<file path="src/rtl/gray_pkg.sv">
// gray_pkg: shared types and constants for the gray/binary stream converter.
//   gray_mode_t : runtime reduction mode selected at frame start
//   state_t     : frame sequencer states
//   LUMA_*      : fixed-point BT.601-style luma weights (sum 256) and rounding
package gray_pkg;

    typedef enum logic [1:0] {
        GRAY_LUMA   = 2'd0,
        GRAY_MAX    = 2'd1,
        GRAY_SEL    = 2'd2,
        GRAY_THRESH = 2'd3
    } gray_mode_t;

    typedef enum logic [1:0] {
        IDLE  = 2'd0,
        READ  = 2'd1,
        DRAIN = 2'd2,
        FLAG  = 2'd3
    } state_t;

    localparam int LUMA_W_R   = 77;
    localparam int LUMA_W_G   = 150;
    localparam int LUMA_W_B   = 29;
    localparam int LUMA_RND   = 128;
    localparam int LUMA_SHIFT = 8;

endpackage

</file>
<file path="src/rtl/convert_gray_stream_if.sv">
// convert_gray_stream_if: start/config, image-SRAM read and conversion-SRAM
// write signals of the gray converter.
//   slave  : converter side (takes start/config and read data, drives the rest)
//   master : controller / memory side
interface convert_gray_stream_if #(
    parameter int X_MAX       = 200,
    parameter int Y_MAX       = 200,
    parameter int PIXEL_DEPTH = 8,
    parameter int CHANNELS    = 3
);
    localparam int XW = $clog2(X_MAX);
    localparam int YW = $clog2(Y_MAX);

    logic                            new_trans;
    logic [1:0]                      mode;
    logic [1:0]                      chan_sel;
    logic [PIXEL_DEPTH-1:0]          threshold;
    logic [XW-1:0]                   max_x;
    logic [YW-1:0]                   max_y;
    logic                            busy;
    logic                            bw_done;
    logic [XW:0]                     x_addr_img;
    logic [YW:0]                     y_addr_img;
    logic                            ren_img;
    logic [CHANNELS*PIXEL_DEPTH-1:0] rdat_img;
    logic [XW:0]                     x_addr_conv;
    logic [YW:0]                     y_addr_conv;
    logic                            wen_conv;
    logic [PIXEL_DEPTH-1:0]          wdat_conv;

    modport slave (
        input  new_trans, mode, chan_sel, threshold, max_x, max_y, rdat_img,
        output busy, bw_done, x_addr_img, y_addr_img, ren_img,
               x_addr_conv, y_addr_conv, wen_conv, wdat_conv
    );

    modport master (
        output new_trans, mode, chan_sel, threshold, max_x, max_y, rdat_img,
        input  busy, bw_done, x_addr_img, y_addr_img, ren_img,
               x_addr_conv, y_addr_conv, wen_conv, wdat_conv
    );

endinterface

</file>
<file path="src/rtl/gray_pixel_core.sv">
// gray_pixel_core: combinational reduction of one packed pixel to a single
// PIXEL_DEPTH value.
//   mode      : reduction mode
//   chan_sel  : channel index used by GRAY_SEL
//   threshold : cut level used by GRAY_THRESH
//   pix       : CHANNELS packed samples, channel 0 in the LSBs
//   gray      : reduced value
module gray_pixel_core
    import gray_pkg::*;
#(
    parameter int PIXEL_DEPTH = 8,
    parameter int CHANNELS    = 3
) (
    input  gray_mode_t                      mode,
    input  logic [1:0]                      chan_sel,
    input  logic [PIXEL_DEPTH-1:0]          threshold,
    input  logic [CHANNELS*PIXEL_DEPTH-1:0] pix,
    output logic [PIXEL_DEPTH-1:0]          gray
);
    localparam int PD = PIXEL_DEPTH;
    localparam int LW = PIXEL_DEPTH + 9;
    localparam logic [PD-1:0] ONES = '1;

    // Zero-extend to four channels so every channel index is in range
    // regardless of CHANNELS.
    logic [4*PD-1:0] pix_ext;
    logic [PD-1:0]   c [4];
    logic [LW-1:0]   acc;
    logic [PD-1:0]   luma;
    logic [PD-1:0]   max_v;
    logic [PD-1:0]   sel_v;

    function automatic logic [PD-1:0] round_sat(input logic [LW-1:0] a);
        logic [LW-1:0] q;
        q = a >> LUMA_SHIFT;
        if (q > LW'(ONES))
            return ONES;
        return q[PD-1:0];
    endfunction

    assign pix_ext = (4*PD)'(pix);

    always_comb begin
        for (int i = 0; i < 4; i++)
            c[i] = pix_ext[i*PD +: PD];
    end

    always_comb begin
        acc = LW'(LUMA_W_R) * LW'(c[0]) + LW'(LUMA_W_G) * LW'(c[1])
            + LW'(LUMA_W_B) * LW'(c[2]) + LW'(LUMA_RND);
        if (CHANNELS >= 3)
            luma = round_sat(acc);
        else
            luma = c[0];
    end

    always_comb begin
        max_v = c[0];
        for (int i = 1; i < CHANNELS; i++)
            if (c[i] > max_v)
                max_v = c[i];
    end

    // A single-channel image passes through unchanged for any index.
    always_comb begin
        sel_v = '0;
        if (CHANNELS == 1)
            sel_v = c[0];
        else if (int'(chan_sel) < CHANNELS)
            sel_v = c[chan_sel];
    end

    always_comb begin
        gray = luma;
        case (mode)
            GRAY_LUMA:   gray = luma;
            GRAY_MAX:    gray = max_v;
            GRAY_SEL:    gray = sel_v;
            GRAY_THRESH: gray = (luma >= threshold) ? ONES : '0;
            default:     gray = luma;
        endcase
    end

endmodule

</file>
<file path="src/rtl/convert_gray_stream.sv">
// convert_gray_stream: streams a (max_x+1) x (max_y+1) frame out of the image
// SRAM in raster order, reduces each pixel and writes it to the same (x,y) in
// the conversion SRAM at one pixel per cycle.
//   clk, rst : clock, asynchronous active-high reset
//   bus      : start/config, image read port, conversion write port, busy/bw_done
module convert_gray_stream
    import gray_pkg::*;
#(
    parameter int X_MAX       = 200,
    parameter int Y_MAX       = 200,
    parameter int PIXEL_DEPTH = 8,
    parameter int CHANNELS    = 3
) (
    input logic                  clk,
    input logic                  rst,
    convert_gray_stream_if.slave bus
);
    localparam int XW = $clog2(X_MAX);
    localparam int YW = $clog2(Y_MAX);
    localparam int PD = PIXEL_DEPTH;

    state_t           state, state_nx;
    gray_mode_t       mode_q;
    logic [1:0]       sel_q;
    logic [PD-1:0]    thr_q;
    logic [XW-1:0]    max_x_q, x_cnt;
    logic [YW-1:0]    max_y_q, y_cnt;
    logic             last_rd;

    logic             ren_p0, vld_p1, vld_p2;
    logic [XW:0]      x_p0, x_p1, x_p2;
    logic [YW:0]      y_p0, y_p1, y_p2;
    logic [PD-1:0]    dat_p2;
    logic [PD-1:0]    gray;

    assign last_rd = (x_cnt == max_x_q) && (y_cnt == max_y_q);

    always_ff @(posedge clk or posedge rst) begin
        if (rst)
            state <= IDLE;
        else
            state <= state_nx;
    end

    // DRAIN ends once stages 0 and 1 are empty: the last write is then
    // leaving stage 2 in this cycle.
    always_comb begin
        state_nx = state;
        case (state)
            IDLE:    if (bus.new_trans) state_nx = READ;
            READ:    if (last_rd) state_nx = DRAIN;
            DRAIN:   if (!ren_p0 && !vld_p1) state_nx = FLAG;
            FLAG:    state_nx = IDLE;
            default: state_nx = IDLE;
        endcase
    end

    // Frame configuration is frozen at start; counters walk the raster.
    always_ff @(posedge clk or posedge rst) begin
        if (rst) begin
            mode_q  <= GRAY_LUMA;
            sel_q   <= '0;
            thr_q   <= '0;
            max_x_q <= '0;
            max_y_q <= '0;
            x_cnt   <= '0;
            y_cnt   <= '0;
        end else begin
            if (state == IDLE && bus.new_trans) begin
                mode_q  <= gray_mode_t'(bus.mode);
                sel_q   <= bus.chan_sel;
                thr_q   <= bus.threshold;
                max_x_q <= bus.max_x;
                max_y_q <= bus.max_y;
            end
            if (state == READ) begin
                if (x_cnt == max_x_q) begin
                    x_cnt <= '0;
                    y_cnt <= y_cnt + 1'b1;
                end else begin
                    x_cnt <= x_cnt + 1'b1;
                end
            end else begin
                x_cnt <= '0;
                y_cnt <= '0;
            end
        end
    end

    // Stage 0: issue read
    always_ff @(posedge clk or posedge rst) begin
        if (rst) begin
            ren_p0 <= 1'b0;
            x_p0   <= '0;
            y_p0   <= '0;
        end else begin
            ren_p0 <= (state == READ);
            x_p0   <= (state == READ) ? {1'b0, x_cnt} : '0;
            y_p0   <= (state == READ) ? {1'b0, y_cnt} : '0;
        end
    end

    // Stage 1: address waits for the SRAM read latency
    always_ff @(posedge clk or posedge rst) begin
        if (rst) begin
            vld_p1 <= 1'b0;
            x_p1   <= '0;
            y_p1   <= '0;
        end else begin
            vld_p1 <= ren_p0;
            x_p1   <= x_p0;
            y_p1   <= y_p0;
        end
    end

    gray_pixel_core #(
        .PIXEL_DEPTH (PIXEL_DEPTH),
        .CHANNELS    (CHANNELS)
    ) u_core (
        .mode      (mode_q),
        .chan_sel  (sel_q),
        .threshold (thr_q),
        .pix       (bus.rdat_img),
        .gray      (gray)
    );

    // Stage 2: registered write; data holds between writes
    always_ff @(posedge clk or posedge rst) begin
        if (rst) begin
            vld_p2 <= 1'b0;
            x_p2   <= '0;
            y_p2   <= '0;
            dat_p2 <= '0;
        end else begin
            vld_p2 <= vld_p1;
            x_p2   <= vld_p1 ? x_p1 : '0;
            y_p2   <= vld_p1 ? y_p1 : '0;
            if (vld_p1)
                dat_p2 <= gray;
        end
    end

    assign bus.busy        = (state != IDLE);
    assign bus.bw_done     = (state == FLAG);
    assign bus.ren_img     = ren_p0;
    assign bus.x_addr_img  = x_p0;
    assign bus.y_addr_img  = y_p0;
    assign bus.wen_conv    = vld_p2;
    assign bus.x_addr_conv = x_p2;
    assign bus.y_addr_conv = y_p2;
    assign bus.wdat_conv   = dat_p2;

endmodule

</file>
<file path="src/flat_wrapper.sv">
// flat-port wrapper written by rule: the top's interface ports become plain ports
module convert_gray_stream_flat import gray_pkg::*;
#(
    parameter int X_MAX       = 200,
    parameter int Y_MAX       = 200,
    parameter int PIXEL_DEPTH = 8,
    parameter int CHANNELS    = 3
)
  (clk, rst, bus_new_trans, bus_mode, bus_chan_sel, bus_threshold, bus_max_x, bus_max_y, bus_rdat_img, bus_busy, bus_bw_done, bus_x_addr_img, bus_y_addr_img, bus_ren_img, bus_x_addr_conv, bus_y_addr_conv, bus_wen_conv, bus_wdat_conv);
  convert_gray_stream_if #(.X_MAX(X_MAX), .Y_MAX(Y_MAX), .PIXEL_DEPTH(PIXEL_DEPTH), .CHANNELS(CHANNELS)) bus_i ();
  input logic clk;
  input logic rst;
  input wire logic [$bits(bus_i.new_trans)-1:0] bus_new_trans;
  input wire logic [$bits(bus_i.mode)-1:0] bus_mode;
  input wire logic [$bits(bus_i.chan_sel)-1:0] bus_chan_sel;
  input wire logic [$bits(bus_i.threshold)-1:0] bus_threshold;
  input wire logic [$bits(bus_i.max_x)-1:0] bus_max_x;
  input wire logic [$bits(bus_i.max_y)-1:0] bus_max_y;
  input wire logic [$bits(bus_i.rdat_img)-1:0] bus_rdat_img;
  output wire logic [$bits(bus_i.busy)-1:0] bus_busy;
  output wire logic [$bits(bus_i.bw_done)-1:0] bus_bw_done;
  output wire logic [$bits(bus_i.x_addr_img)-1:0] bus_x_addr_img;
  output wire logic [$bits(bus_i.y_addr_img)-1:0] bus_y_addr_img;
  output wire logic [$bits(bus_i.ren_img)-1:0] bus_ren_img;
  output wire logic [$bits(bus_i.x_addr_conv)-1:0] bus_x_addr_conv;
  output wire logic [$bits(bus_i.y_addr_conv)-1:0] bus_y_addr_conv;
  output wire logic [$bits(bus_i.wen_conv)-1:0] bus_wen_conv;
  output wire logic [$bits(bus_i.wdat_conv)-1:0] bus_wdat_conv;
  assign bus_i.new_trans = bus_new_trans;
  assign bus_i.mode = bus_mode;
  assign bus_i.chan_sel = bus_chan_sel;
  assign bus_i.threshold = bus_threshold;
  assign bus_i.max_x = bus_max_x;
  assign bus_i.max_y = bus_max_y;
  assign bus_i.rdat_img = bus_rdat_img;
  assign bus_busy = bus_i.busy;
  assign bus_bw_done = bus_i.bw_done;
  assign bus_x_addr_img = bus_i.x_addr_img;
  assign bus_y_addr_img = bus_i.y_addr_img;
  assign bus_ren_img = bus_i.ren_img;
  assign bus_x_addr_conv = bus_i.x_addr_conv;
  assign bus_y_addr_conv = bus_i.y_addr_conv;
  assign bus_wen_conv = bus_i.wen_conv;
  assign bus_wdat_conv = bus_i.wdat_conv;
  convert_gray_stream #(.X_MAX(X_MAX), .Y_MAX(Y_MAX), .PIXEL_DEPTH(PIXEL_DEPTH), .CHANNELS(CHANNELS)) u_core (.clk(clk), .rst(rst), .bus(bus_i));
endmodule
</file>
<file path="config.mk">
export PLATFORM = sky130hd
export DESIGN_NAME = convert_gray_stream_flat
export DESIGN_NICKNAME = d
export VERILOG_FILES = /design/src/rtl/gray_pkg.sv /design/src/rtl/convert_gray_stream_if.sv /design/src/rtl/gray_pixel_core.sv /design/src/rtl/convert_gray_stream.sv /design/src/flat_wrapper.sv
export SDC_FILE = /design/constraint.sdc
export NUM_CORES = 1
export LEC_CHECK = 0
export ABC_AREA = 1
export ABC_CLOCK_PERIOD_IN_PS = 4600
export CORE_UTILIZATION = 55
export CTS_BUF_LIST = sky130_fd_sc_hd__clkbuf_4 sky130_fd_sc_hd__clkbuf_8
export CTS_CLUSTER_DIAMETER = 80
export DETAILED_ROUTE_END_ITERATION = 12
export PLACE_DENSITY = 0.79
export SETUP_SLACK_MARGIN = 0.4
export SLEW_MARGIN = 15
export SYNTH_ARGS = -nofsm -noshare
export SYNTH_HDL_FRONTEND = slang
export SYNTH_SLANG_ARGS = --single-unit
</file>
<file path="constraint.sdc">
create_clock -name clk -period 4.6 [get_ports clk]
set_input_delay 0.69 -clock clk [delete_from_list [all_inputs] [get_ports clk]]
set_output_delay 0.69 -clock clk [all_outputs]
set_load 0.01 [all_outputs]
</file>
==> key figures <==
Detailed routing
  • Drt pass-1 iters: 7
  • Uppermost layer routed: met4
  • WL/cell: 16.06 um
  • Vias per inst: 5.175
  • Post-route DRC: 0
  • DR WL met3: 1.245 mm
  • Drt total wl: 23.51 mm
  • Met2 Routed Length: 11.27 mm
  • Via count: 7576
  • DRT iter0 DRCs: 460
  • Final ANT Viol Nets: 0
  • Met1 WL: 10.23 mm

Logic synthesis
  • Post-synth top area share: 0.2946
  • Post-synth cell types: 43
  • Sequential area share after synthesis: 0.2946
  • Cells after Synth: 1046
  • Most frequent cell after synthesis: inv_1
  • Syn_area_per_cell: 8.526 um^2
  • Register bit total from synthesis: 105
  • Synth area leader: dfrtp_1
  • Number of flops mapped to enable cells by yosys: 0
  • Synth cell count leaders: 218 x inv_1, 206 x nand2_1, 130 x ha_1
  • Synth top area cells: dfrtp_1 29%, ha_1 18%, fa_1 12%, inv_1 9.2%, nand2_1 8.7%
  • Mapped cell area: 8919 um^2
  • Syn. warnings: 0
  • Async SR Flop Fraction: 1.000
  • Synth Flop Type: dfrtp_1

Finish
  • Area delta synth->final: 30.85%
  • Fin area: 11670 um^2
  • Share of cells above drive strength 1: 0.2059
  • Nets: 1483
  • Diode count: 0

Timing
  • Final hold violations: 0
  • Final cycle utilization of the critical path: 1.530
  • Slew Viols, Final: 0
  • Unrepaired setup endpoints after global routing: true
  • Clock skew: 0.009548 ns
  • Worst-case hold slack: 0.3885 ns
  • Slew Limit Headroom: 0.3351
  • Min Clock Period, post-route: 7.040 ns
  • Setup WS post-layout: -2.440 ns
  • Slew @ Worst Pin: 0.9973 ns
  • Fmax: 0.1420 GHz
  • Final setup fails: 8

Run status
  • Status: complete, but fails checks
  • Failing checks: negative setup slack

Critical path
  • Data arrival, critical path: 7.36 ns
  • CP max-delay cell: fa_2
  • CP max stage delay: 0.57 ns
  • Data required, critical path: 4.91 ns
  • CP Max Fanout: 5
  • Startpoint types: primary input
  • Crit end category: flip-flop
  • R2r startpoint: u_core.state[0]$_DFFE_PP0P_
  • CP most frequent cell: ha_4
  • Setup CP Type: primary input to flip-flop
  • Crit. Startpoint: bus_rdat_img[14]

Global route
  • All-Layer GR Usage: 0.2931
  • Antenna violations before repair: 0
  • Grt total ovfl: 0
  • Vias in the first global route: 7555
  • Largest net degree at the start of global routing: 84
  • Global-route wire length before repair: 37.55 mm

Die
  • Initial cell density of the core: 0.5614
  • Boundary Pins: 103
  • Core area: 15890 um^2
  • Row count: 46
  • Die X-Extent: 129.3 um
  • Chip Height: 129.3 um
  • DIE AREA: 16730 um^2

Placement
  • Detailed Place HPWL: 18.10 mm
  • IO Port Bufs: 98
  • GPL Wtd Cong: 0.9370
  • Placed cell areas: 11030 um^2

Hold path
  • Hold/Removal Path Class: flip-flop to flip-flop
  • HP Start: u_core.bus.x_addr_img[6]$_DFF_PP0_

Clocking
  • Root Driver: clkbuf_8
  • CTS sink count: 105
  • CTS tree: built
  • Clock-pin slew on the worst setup and hold paths: 0.09 ns
  • CTS max path bufs: 2
  • CTS Buf Count: 9
  • Clock Latency Late Sink: 0.38 ns
  • Hold buffers post-CTS: 0
  • H-tree depth: 3

Job
  • MaxCap Viol Count: 0
## cell usage in the layout (no fill, tap or decap), types with 8 or more instances in the layout
master	n
buf_4	104
ha_4	30
nor3_1	9
nand2_2	17
nand2_1	188
ha_1	100
and2_1	8
mux2_2	17
xor2_1	15
o21ai_0	20
nand4_1	9
a21oi_1	50
fa_1	51
xnor2_1	11
clkdlybuf4s50_1	91
inv_1	209
nor2_1	41
nand3_1	49
nand2_4	10
dfrtp_1	105
a21oi_2	15
clkbuf_8	9
## kinds of logic after synthesis
| kind of cell | after synthesis | share of synthesized area |
|---|---|---|
| flip-flops | 105 | 0.2946 |
| XOR/XNOR | 28 | 0.02750 |
| AND/OR/NAND/NOR | 364 | 0.1808 |
| adder cells (fa/ha/maj) | 185 | 0.3058 |
| AO/OA/AOI/OAI | 105 | 0.06397 |
| buffers and inverters | 241 | 0.1054 |
| multiplexers | 17 | 0.02146 |
| other | 1 | 0.0004205 |
## layout make-up
cell class	instances	area, um^2
fill	1126	4215
tap	216	270.3
inverter	219	832.0
multi-input combinational	704	5968
clock inverter	7	61.31
clock buffer	9	123.9
sequential	105	2628
timing repair buffer	204	1787
## worst paths after layout
path                                                  endpoint  slack (ns)  depth (start not counted)
hold reg to reg                       u_core.x_p1[6]$_DFF_PP0_        0.39                          0
setup / recovery           u_core.bus.wdat_conv[7]$_DFFE_PP0P_       -2.44                         35
setup reg to reg                  u_core.mode_q[1]$_DFFE_PP0P_        2.42                          5
hold / removal                        u_core.x_p1[6]$_DFF_PP0_        0.39                          0
min in group asynchronous             u_core.y_p1[4]$_DFF_PP0_        0.90                          2
max in group asynchronous         u_core.mode_q[0]$_DFFE_PP0P_        2.82                          3
## per-layer routing
| layer | track usage | vias up |
|---|---|---|
| met3 | 0.04707 | 52 |
| met4 | 0.1080 | 0 |
| met1 | 0.3955 | 3627 |
| met2 | 0.4775 | 226 |
| li1 | - | 3671 |
| met5 | 0 | - |
## metrics by stage
step	util	setup TNS (ns)	instances	setup slack, ns
floorplan	-	-18.71	1049	-2.352
global placement	0.6942	-25.63	1439	-3.223
detailed placement	0.6942	-27.39	1439	-3.463
CTS	0.7253	-18.89	1462	-2.378
global route	0.7346	-21.61	1464	-2.735
finish	0.7346	-19.35	1464	-2.440
## timing repair
item / CTS / global route
endpoints found under the hold margin: 0 / 0
pin swaps: 48 / 34
setup buffers: 6 / 2
cloned: 1 / 0
gates resized for setup: 74 / 29
setup endpoints to repair: 8 / 8
## worst max-delay path: cells and delay by family
kind / cells / cell delay, ns
adder cells (fa/ha/maj): 12 / 4.43
AND/OR/NAND/NOR: 15 / 1.55
buffers and inverters: 6 / 0.32
AO/OA/AOI/OAI: 1 / 0.16
XOR/XNOR: 1 / 0.17
## registers in the layout, summed over array words and instances, names as in the netlist, 2 cells and up
signal	count
u_core.max_y_q	8
u_core.y_p1	8
u_core.bus.y_addr_img	8
u_core.y_cnt	8
u_core.thr_q	8
u_core.mode_q	2
u_core.bus.y_addr_conv	8
u_core.max_x_q	8
u_core.x_cnt	8
u_core.sel_q	2
u_core.bus.wdat_conv	8
u_core.x_p1	8
u_core.state	2
u_core.bus.x_addr_img	8
u_core.bus.x_addr_conv	8
Power is left out: the tool's default activity adds up to more than one toggle a clock period on the data nets, which glitch-free logic cannot reach.
